### src/rtl/ram_arbiter.sv
// Two-port arbiter in front of a single-port synchronous RAM (1-cycle read latency).
// Fixed A priority, B starvation guard, and per-port lock for atomic read-modify-write.
module ram_arbiter #(
  parameter int ADDR_WIDTH = 12,
  parameter int DATA_WIDTH = 8,
  parameter int MAX_WAIT   = 4
) (
  input  logic                  clk,
  input  logic                  rst_n,
  input  logic                  a_req,
  input  logic                  a_we,
  input  logic                  a_lock,
  input  logic [ADDR_WIDTH-1:0] a_addr,
  input  logic [DATA_WIDTH-1:0] a_wdata,
  output logic                  a_gnt,
  output logic                  a_rvalid,
  output logic [DATA_WIDTH-1:0] a_rdata,
  input  logic                  b_req,
  input  logic                  b_we,
  input  logic                  b_lock,
  input  logic [ADDR_WIDTH-1:0] b_addr,
  input  logic [DATA_WIDTH-1:0] b_wdata,
  output logic                  b_gnt,
  output logic                  b_rvalid,
  output logic [DATA_WIDTH-1:0] b_rdata,
  output logic                  ram_we,
  output logic [ADDR_WIDTH-1:0] ram_addr,
  output logic [DATA_WIDTH-1:0] ram_wdata,
  input  logic [DATA_WIDTH-1:0] ram_rdata
);
  localparam logic [1:0] IDLE   = 2'd0;
  localparam logic [1:0] LOCK_A = 2'd1;
  localparam logic [1:0] LOCK_B = 2'd2;
  localparam logic [3:0] WAIT_MAX = 4'(MAX_WAIT);

  logic [1:0]            state, state_nxt;
  logic [3:0]            wait_cnt;
  logic                  a_win, b_win;
  logic [ADDR_WIDTH-1:0] addr_q;
  logic [DATA_WIDTH-1:0] wdata_q, a_rdata_q, b_rdata_q;

  always_comb begin
    a_win     = 1'b0;
    b_win     = 1'b0;
    state_nxt = state;
    case (state)
      LOCK_A: begin
        a_win = a_req;
        if (!a_lock) state_nxt = IDLE;
      end
      LOCK_B: begin
        b_win = b_req;
        if (!b_lock) state_nxt = IDLE;
      end
      default: begin
        state_nxt = IDLE;
        if (b_req && wait_cnt == WAIT_MAX) b_win = 1'b1;
        else if (a_req)                    a_win = 1'b1;
        else if (b_req)                    b_win = 1'b1;
        if (a_win && a_lock)      state_nxt = LOCK_A;
        else if (b_win && b_lock) state_nxt = LOCK_B;
      end
    endcase
    // Grants are combinational, so they must also be forced low while reset is held.
    if (!rst_n) begin
      a_win = 1'b0;
      b_win = 1'b0;
    end
  end

  assign a_gnt     = a_win;
  assign b_gnt     = b_win;
  assign ram_we    = (a_win & a_we) | (b_win & b_we);
  assign ram_addr  = a_win ? a_addr  : (b_win ? b_addr  : addr_q);
  assign ram_wdata = a_win ? a_wdata : (b_win ? b_wdata : wdata_q);

  // Read data is passed straight through on the valid cycle and held afterwards.
  assign a_rdata = a_rvalid ? ram_rdata : a_rdata_q;
  assign b_rdata = b_rvalid ? ram_rdata : b_rdata_q;

  always_ff @(posedge clk or negedge rst_n) begin
    if (!rst_n) begin
      state     <= IDLE;
      wait_cnt  <= 4'd0;
      addr_q    <= '0;
      wdata_q   <= '0;
      a_rvalid  <= 1'b0;
      b_rvalid  <= 1'b0;
      a_rdata_q <= '0;
      b_rdata_q <= '0;
    end else begin
      state    <= state_nxt;
      addr_q   <= ram_addr;
      wdata_q  <= ram_wdata;
      a_rvalid <= a_win & ~a_we;
      b_rvalid <= b_win & ~b_we;
      if (a_rvalid) a_rdata_q <= ram_rdata;
      if (b_rvalid) b_rdata_q <= ram_rdata;
      if (b_win || !b_req)        wait_cnt <= 4'd0;
      else if (wait_cnt < WAIT_MAX) wait_cnt <= wait_cnt + 4'd1;
    end
  end
endmodule
### config.mk
export PLATFORM = sky130hd
export DESIGN_NAME = ram_arbiter
export DESIGN_NICKNAME = d
export VERILOG_FILES = /design/src/rtl/ram_arbiter.sv
export SDC_FILE = /design/constraint.sdc
export NUM_CORES = 1
export LEC_CHECK = 0
export CORE_ASPECT_RATIO = 1.75
export CORE_MARGIN = 10
export CORE_UTILIZATION = 41
export CTS_CLUSTER_DIAMETER = 100
export DETAILED_ROUTE_END_ITERATION = 10
export PLACE_DENSITY = 0.79
export SYNTH_ARGS = -nofsm -noshare
export SYNTH_HDL_FRONTEND = slang
export SYNTH_SLANG_ARGS = --single-unit
export TNS_END_PERCENT = 50
### constraint.sdc
create_clock -name clk -period 4.1 [get_ports clk]
set_input_delay 0.82 -clock clk [delete_from_list [all_inputs] [get_ports clk]]
set_output_delay 0.82 -clock clk [all_outputs]
set_load 0.005 [all_outputs]
== Word level (Yosys, flattened, before mapping) ==
Cells that the tools add are included.

* Flip-flop bits (word level): 44
* Input port bits: 56
* Output and inout bits: 41
* Logic and storage cells: 54

* Add/sub/neg operators: 1
* Magnitude comparators: 1
* Equal/unequal tests: 5
* Multiplexer cells: 24
* Bitwise logic cells: 7
* Reduce and logical (&&, ||, !) cells: 8

{| class="wikitable"
|+ Operators with widths
! cell !! number
|-
| 8-bit two-way mux || 4
|-
| 12-bit two-way mux || 2
|-
| 1-bit two-way mux || 9
|-
| 2-bit two-way mux || 4
|-
| 4-bit two-way mux || 2
|-
| 4-bit by 1-bit adder with 4-bit output, second input constant || 1
|-
| 1-bit AND || 4
|-
| 4-bit by 3-bit == test with 1-bit output, second input constant || 1
|-
| 4-bit by 3-bit less-than comparator with 1-bit output, second input constant || 1
|-
| 2-bit inequality test, second input constant || 2
|-
| 1-bit case mux with 2 select lines || 2
|-
| 2-bit case mux with 2 select lines || 1
|-
| 1-bit logical AND || 3
|-
| 2-bit by 1-bit == test with 1-bit output, second input constant || 1
|-
| 2-bit == test, second input constant || 1
|-
| 1-bit NOT || 2
|-
| 2-bit AND reduction || 1
|-
| 2-bit nonzero test || 1
|-
| 2-bit OR reduction || 1
|-
| 1-bit zero test || 1
|-
| 1-bit logical OR || 1
|-
| 1-bit bitwise OR || 1
|}

== Longest topological paths before layout ==
* Word-level depth: 8
* Mapped depth: 9
* Depth with buffers taken out: 7

== Worst setup path after synthesis ==
No wires, ideal clock.

* Path kind: input to output
* Start: input port b_req
* End: output port ram_addr[9]
* Arrival time: 1.611 ns
* Data required time: 3.280 ns
* Slack: 1.669 ns
* Stages: 6
* Buffers on the path: 1
* Path through: and4b_4 a21o_4 inv_6 buf_12 a21oi_2 a21oi_2

* Elaborated cells on any way between the ends: 13
* Those cells by class: mux (12); reduce/logical (1)

{| class="wikitable"
|+ RTL lines
! what !! RTL line !! text
|-
| start: declaration || 18 || <nowiki>input logic b_req,</nowiki>
|-
| 1-bit logical AND || 57 || <nowiki>if (b_req && wait_cnt == WAIT_MAX) b_win = 1'b1;</nowiki>
|-
| 1-bit two-way mux || 57 ||
|-
| 1-bit two-way mux || 46 || <nowiki>case (state)</nowiki>
|-
| 1-bit case mux with 2 select lines || 46 ||
|-
| 1-bit two-way mux || 65 || <nowiki>if (!rst_n) begin</nowiki>
|-
| net a_gnt || 15 || <nowiki>output logic a_gnt,</nowiki>
|-
| 12-bit two-way mux || 74 || <nowiki>assign ram_addr = a_win ? a_addr : (b_win ? b_addr : addr_q);</nowiki>
|-
| end: declaration || 27 || <nowiki>output logic [ADDR_WIDTH-1:0] ram_addr,</nowiki>
|}

The timed path passes the listed nets, and every way through them passes these cells. The select of a mux whose other input is x is not followed.

== Final worst setup path ==
* Start: input port b_req
* End: output port ram_addr[0]

* Cells in the longest elaborated chain, start to end: 8
* Elaborated cells on any way between the ends: 13
* Those cells by class: mux (12); reduce/logical (1)

{| class="wikitable"
|+ Ends and longest elaborated chain
! what !! RTL line !! text
|-
| 1-bit two-way mux || 59 || <nowiki>else if (b_req) b_win = 1'b1;</nowiki>
|-
| 1-bit two-way mux || 58 || <nowiki>else if (a_req) a_win = 1'b1;</nowiki>
|-
| 1-bit two-way mux || 57 ||
|-
| 1-bit two-way mux || 46 ||
|-
| 1-bit case mux with 2 select lines || 46 ||
|-
| 1-bit two-way mux || 65 ||
|-
| 12-bit two-way mux || 74 ||
|-
| 12-bit two-way mux * || 74 ||
|}

Every way passes the cells marked *; elsewhere a longest branch is shown, timed or not. The select of a mux whose other input is x is not followed.

==> flow_metrics.env <==
export IMPL_pin_count=97
export IMPL_crit_type="in -> out"
export IMPL_cts_buffer_depth=2
export IMPL_cap_violations=0
export IMPL_dr_total_vias=1727
export IMPL_syn_num_nets=252
export IMPL_nets=348
export IMPL_drtIter0Drc=65
export IMPL_htreeDepth=2
export IMPL_ctsHoldBuffers=0
export IMPL_finish_instance_area_sq_um=3220
export IMPL_core_rowCount=34
export IMPL_cpLargestDelayFamily="buffers and inverters"
export IMPL_p_per_area_nw_per_um2=482
export IMPL_dp_hpwl_mm=4.77
export IMPL_cts_setup_buffers=0
export IMPL_regToRegSetupSlack_ns=2.22
export IMPL_drive_gt1_share_pct=19.7
export IMPL_place_area_sq_um=3110
export IMPL_hold_slack_ns=0.328
export IMPL_synth_area_leader_cell="dfrtp_1"
export IMPL_antenna_cells=0
export IMPL_synth_avg_cell_area_sq_um=11.2
export IMPL_synth_area_leaders="dfrtp_1 51%, a21oi_2 15%, mux2_1 8.4%"
export IMPL_clk_latency_ns=0.30
export IMPL_slew_headroom_pct=71.4
export IMPL_cts_tree="built"
export IMPL_min_period_over_period_pct=90.1
export IMPL_die_h_um=116
export IMPL_grt_usage_pct=14.0
export IMPL_syn_inst=192
export IMPL_worst_pin_slew_ns=0.430
export IMPL_worst_path_buf_inv=3
export IMPL_yosys_warnings=0
export IMPL_postRouteAntennaNets=0
export IMPL_min_path_type="in -> async"
export IMPL_antenna_found_initial=0
export IMPL_first_pass_iters=4
export IMPL_die_w_um=74.8
export IMPL_reg2reg_to="wdata_q[7]"
export IMPL_start_util_pct=43.0
export IMPL_synth_edf_count=0
export IMPL_synth_most_common_cell="dfrtp_1"
export IMPL_drc=0
export IMPL_regArea_sq_um=1100
export IMPL_grt_pass1_wl_mm=9.34
export IMPL_final_min_clock_period_ns=3.69
export IMPL_critical_path_arrival_ns=2.87
export IMPL_critical_path_max_stage_delay_ns=0.56
export IMPL_synth_area_sq_um=2160
export IMPL_first_global_vias=1966
export IMPL_timing_fmax_mhz=271
export IMPL_numPortBuffers=96
export IMPL_worst_setup_path_start_kind="input pin"
export IMPL_yosysSeqAreaShare_pct=51.0
export IMPL_numClockSinks=44
export IMPL_clk_pin_slew_worst_paths_ns=0.09
export IMPL_ys_flop_type="dfrtp_1"
export IMPL_synth_seq_cells=44
export IMPL_n_fill_cell=411
export IMPL_gp_congestion=0.784
export IMPL_overflow=0
export IMPL_slowest_stage="clkdlybuf4s50_1"
export IMPL_multi_input_area_sq_um=917
export IMPL_drv_slew=0
export IMPL_area_delta_synth_final_pct=49.4
export IMPL_rsz0062_at_grt="false"
export IMPL_synthTopCellsByCount="44 x dfrtp_1, 38 x a21oi_2, 26 x nand2_1, 26 x nor2_1, 16 x mux2_1"
export IMPL_wl_per_cell_um=17.7
export IMPL_run_status="complete, no violations"
export IMPL_rr_worst_depth=7
export IMPL_synthDistinctLibCells=27
export IMPL_synth_async_reset_ratio_pct=100
export IMPL_routed_wl_mm=6.07
export IMPL_ir_drop_mv=0.279
export IMPL_p_leak_nw=1.35
export IMPL_grt_max_degree=23
export IMPL_end_kind="output port"
export IMPL_clock_tree_root_cell="clkbuf_8"
export IMPL_die_area_sq_um=8680
export IMPL_post_cts_resized=0
export IMPL_rr_startpoint="state[0]"
export IMPL_clock_skew_final_ns=0.00562
export IMPL_cp_required_ns=3.28
export IMPL_timing_final_hold_violations=0
export IMPL_crit_chain="clkdlybuf4s50_1 -> and4b_4 -> a21o_4 -> inv_6 -> a21oi_2 -> a21oi_2 -> clkdlybuf4s50_1"
export IMPL_worstPathMaxFanout=22
export IMPL_finalSetupTns_ns=0
export IMPL_avgViaCountPerCell=5.03
export IMPL_core_sq_um=5020
export IMPL_yosys_area_top_type_share_pct=51.0
export IMPL_finalSetupViolCount=0
export IMPL_cts_buffers=5
registers in the layout, indices dropped and copies added (netlist names):
register and count:
a_rdata_q 8, a_rvalid 1, addr_q 12, b_rdata_q 8
b_rvalid 1, state 2, wait_cnt 4, wdata_q 8
worst reg2reg max path: stages, from the launching register on:
cell      delay [ns]
dfrtp_1         0.38
inv_1           0.06
ha_1            0.44
o211ai_1        0.17
a21o_4          0.26
inv_6           0.22
a21oi_1         0.08
a21oi_1         0.19
power by group:
group / total (mW) / leakage, nW / internal, mW / switching [mW]
clock network: 0.343 / 0.0548 / 0.184 / 0.159
logic: 0.618 / 0.765 / 0.361 / 0.256
registers: 0.594 / 0.527 / 0.557 / 0.0367
total: 1.55 / 1.35 / 1.10 / 0.452
metrics by stage:
stage,power (mW),cells,worst slack [ns],util (%)
2_1_floorplan,0.865,192,1.67,-
3_3_place_gp,1.22,335,0.455,61.9
3_5_place_dp,1.23,335,0.432,61.9
4_1_cts,1.58,343,0.400,64.2
5_1_grt,1.65,343,0.326,64.2
6_report,1.55,343,0.405,64.2
worst max-delay path by stage:
stage | end | startpoint | cells past startpoint
after detailed placement | ram_wdata[7] | b_req | 7
after global routing | ram_wdata[7] | b_req | 7
final | ram_addr[0] | b_req | 7
after floorplan | ram_addr[9] | b_req | 6
after CTS | ram_addr[0] | b_req | 7
after global placement | ram_wdata[7] | b_req | 7
kinds of logic after synthesis:
group,after synthesis,synth area share [%]
AOI/OAI and AO/OA,53,20.9
xor gates and xnor gates,1,0.406
adders and majority gates,4,2.32
buffers and inverters,18,6.44
DFF,44,51.0
muxes,16,8.35
and+or+nand+nor,56,10.6
layer usage:
layer  vias to the layer above  wire (um)  track usage, %
met5                         -          0               0
met4                         0        104            5.58
met3                         9        380            3.68
met2                        57       3350            25.9
met1                       825       2230            14.0
li1                        836          -               -
placed cells by master (no fill, tap or decap), types with 2 or more instances in the layout:
cell type / n
clkdlybuf4s50_1: 95
dfrtp_1: 44
a21oi_2: 38
nand2_1: 26
nor2_1: 26
mux2_1: 16
inv_1: 5
a21oi_1: 5
clkbuf_8: 5
ha_1: 4
buf_4: 4
inv_6: 2
a22o_1: 2
o21ai_1: 2
area by class of cell:
type | instances | share of cell area (%)
clock buffer | 5 | 2.14
clock inverter | 3 | 1.44
inverter | 7 | 1.13
multi-input combinational | 130 | 28.5
sequential | 44 | 34.2
tap | 54 | 2.10
timing repair buffer | 100 | 30.6
Power figures use the tool's default switching activity.
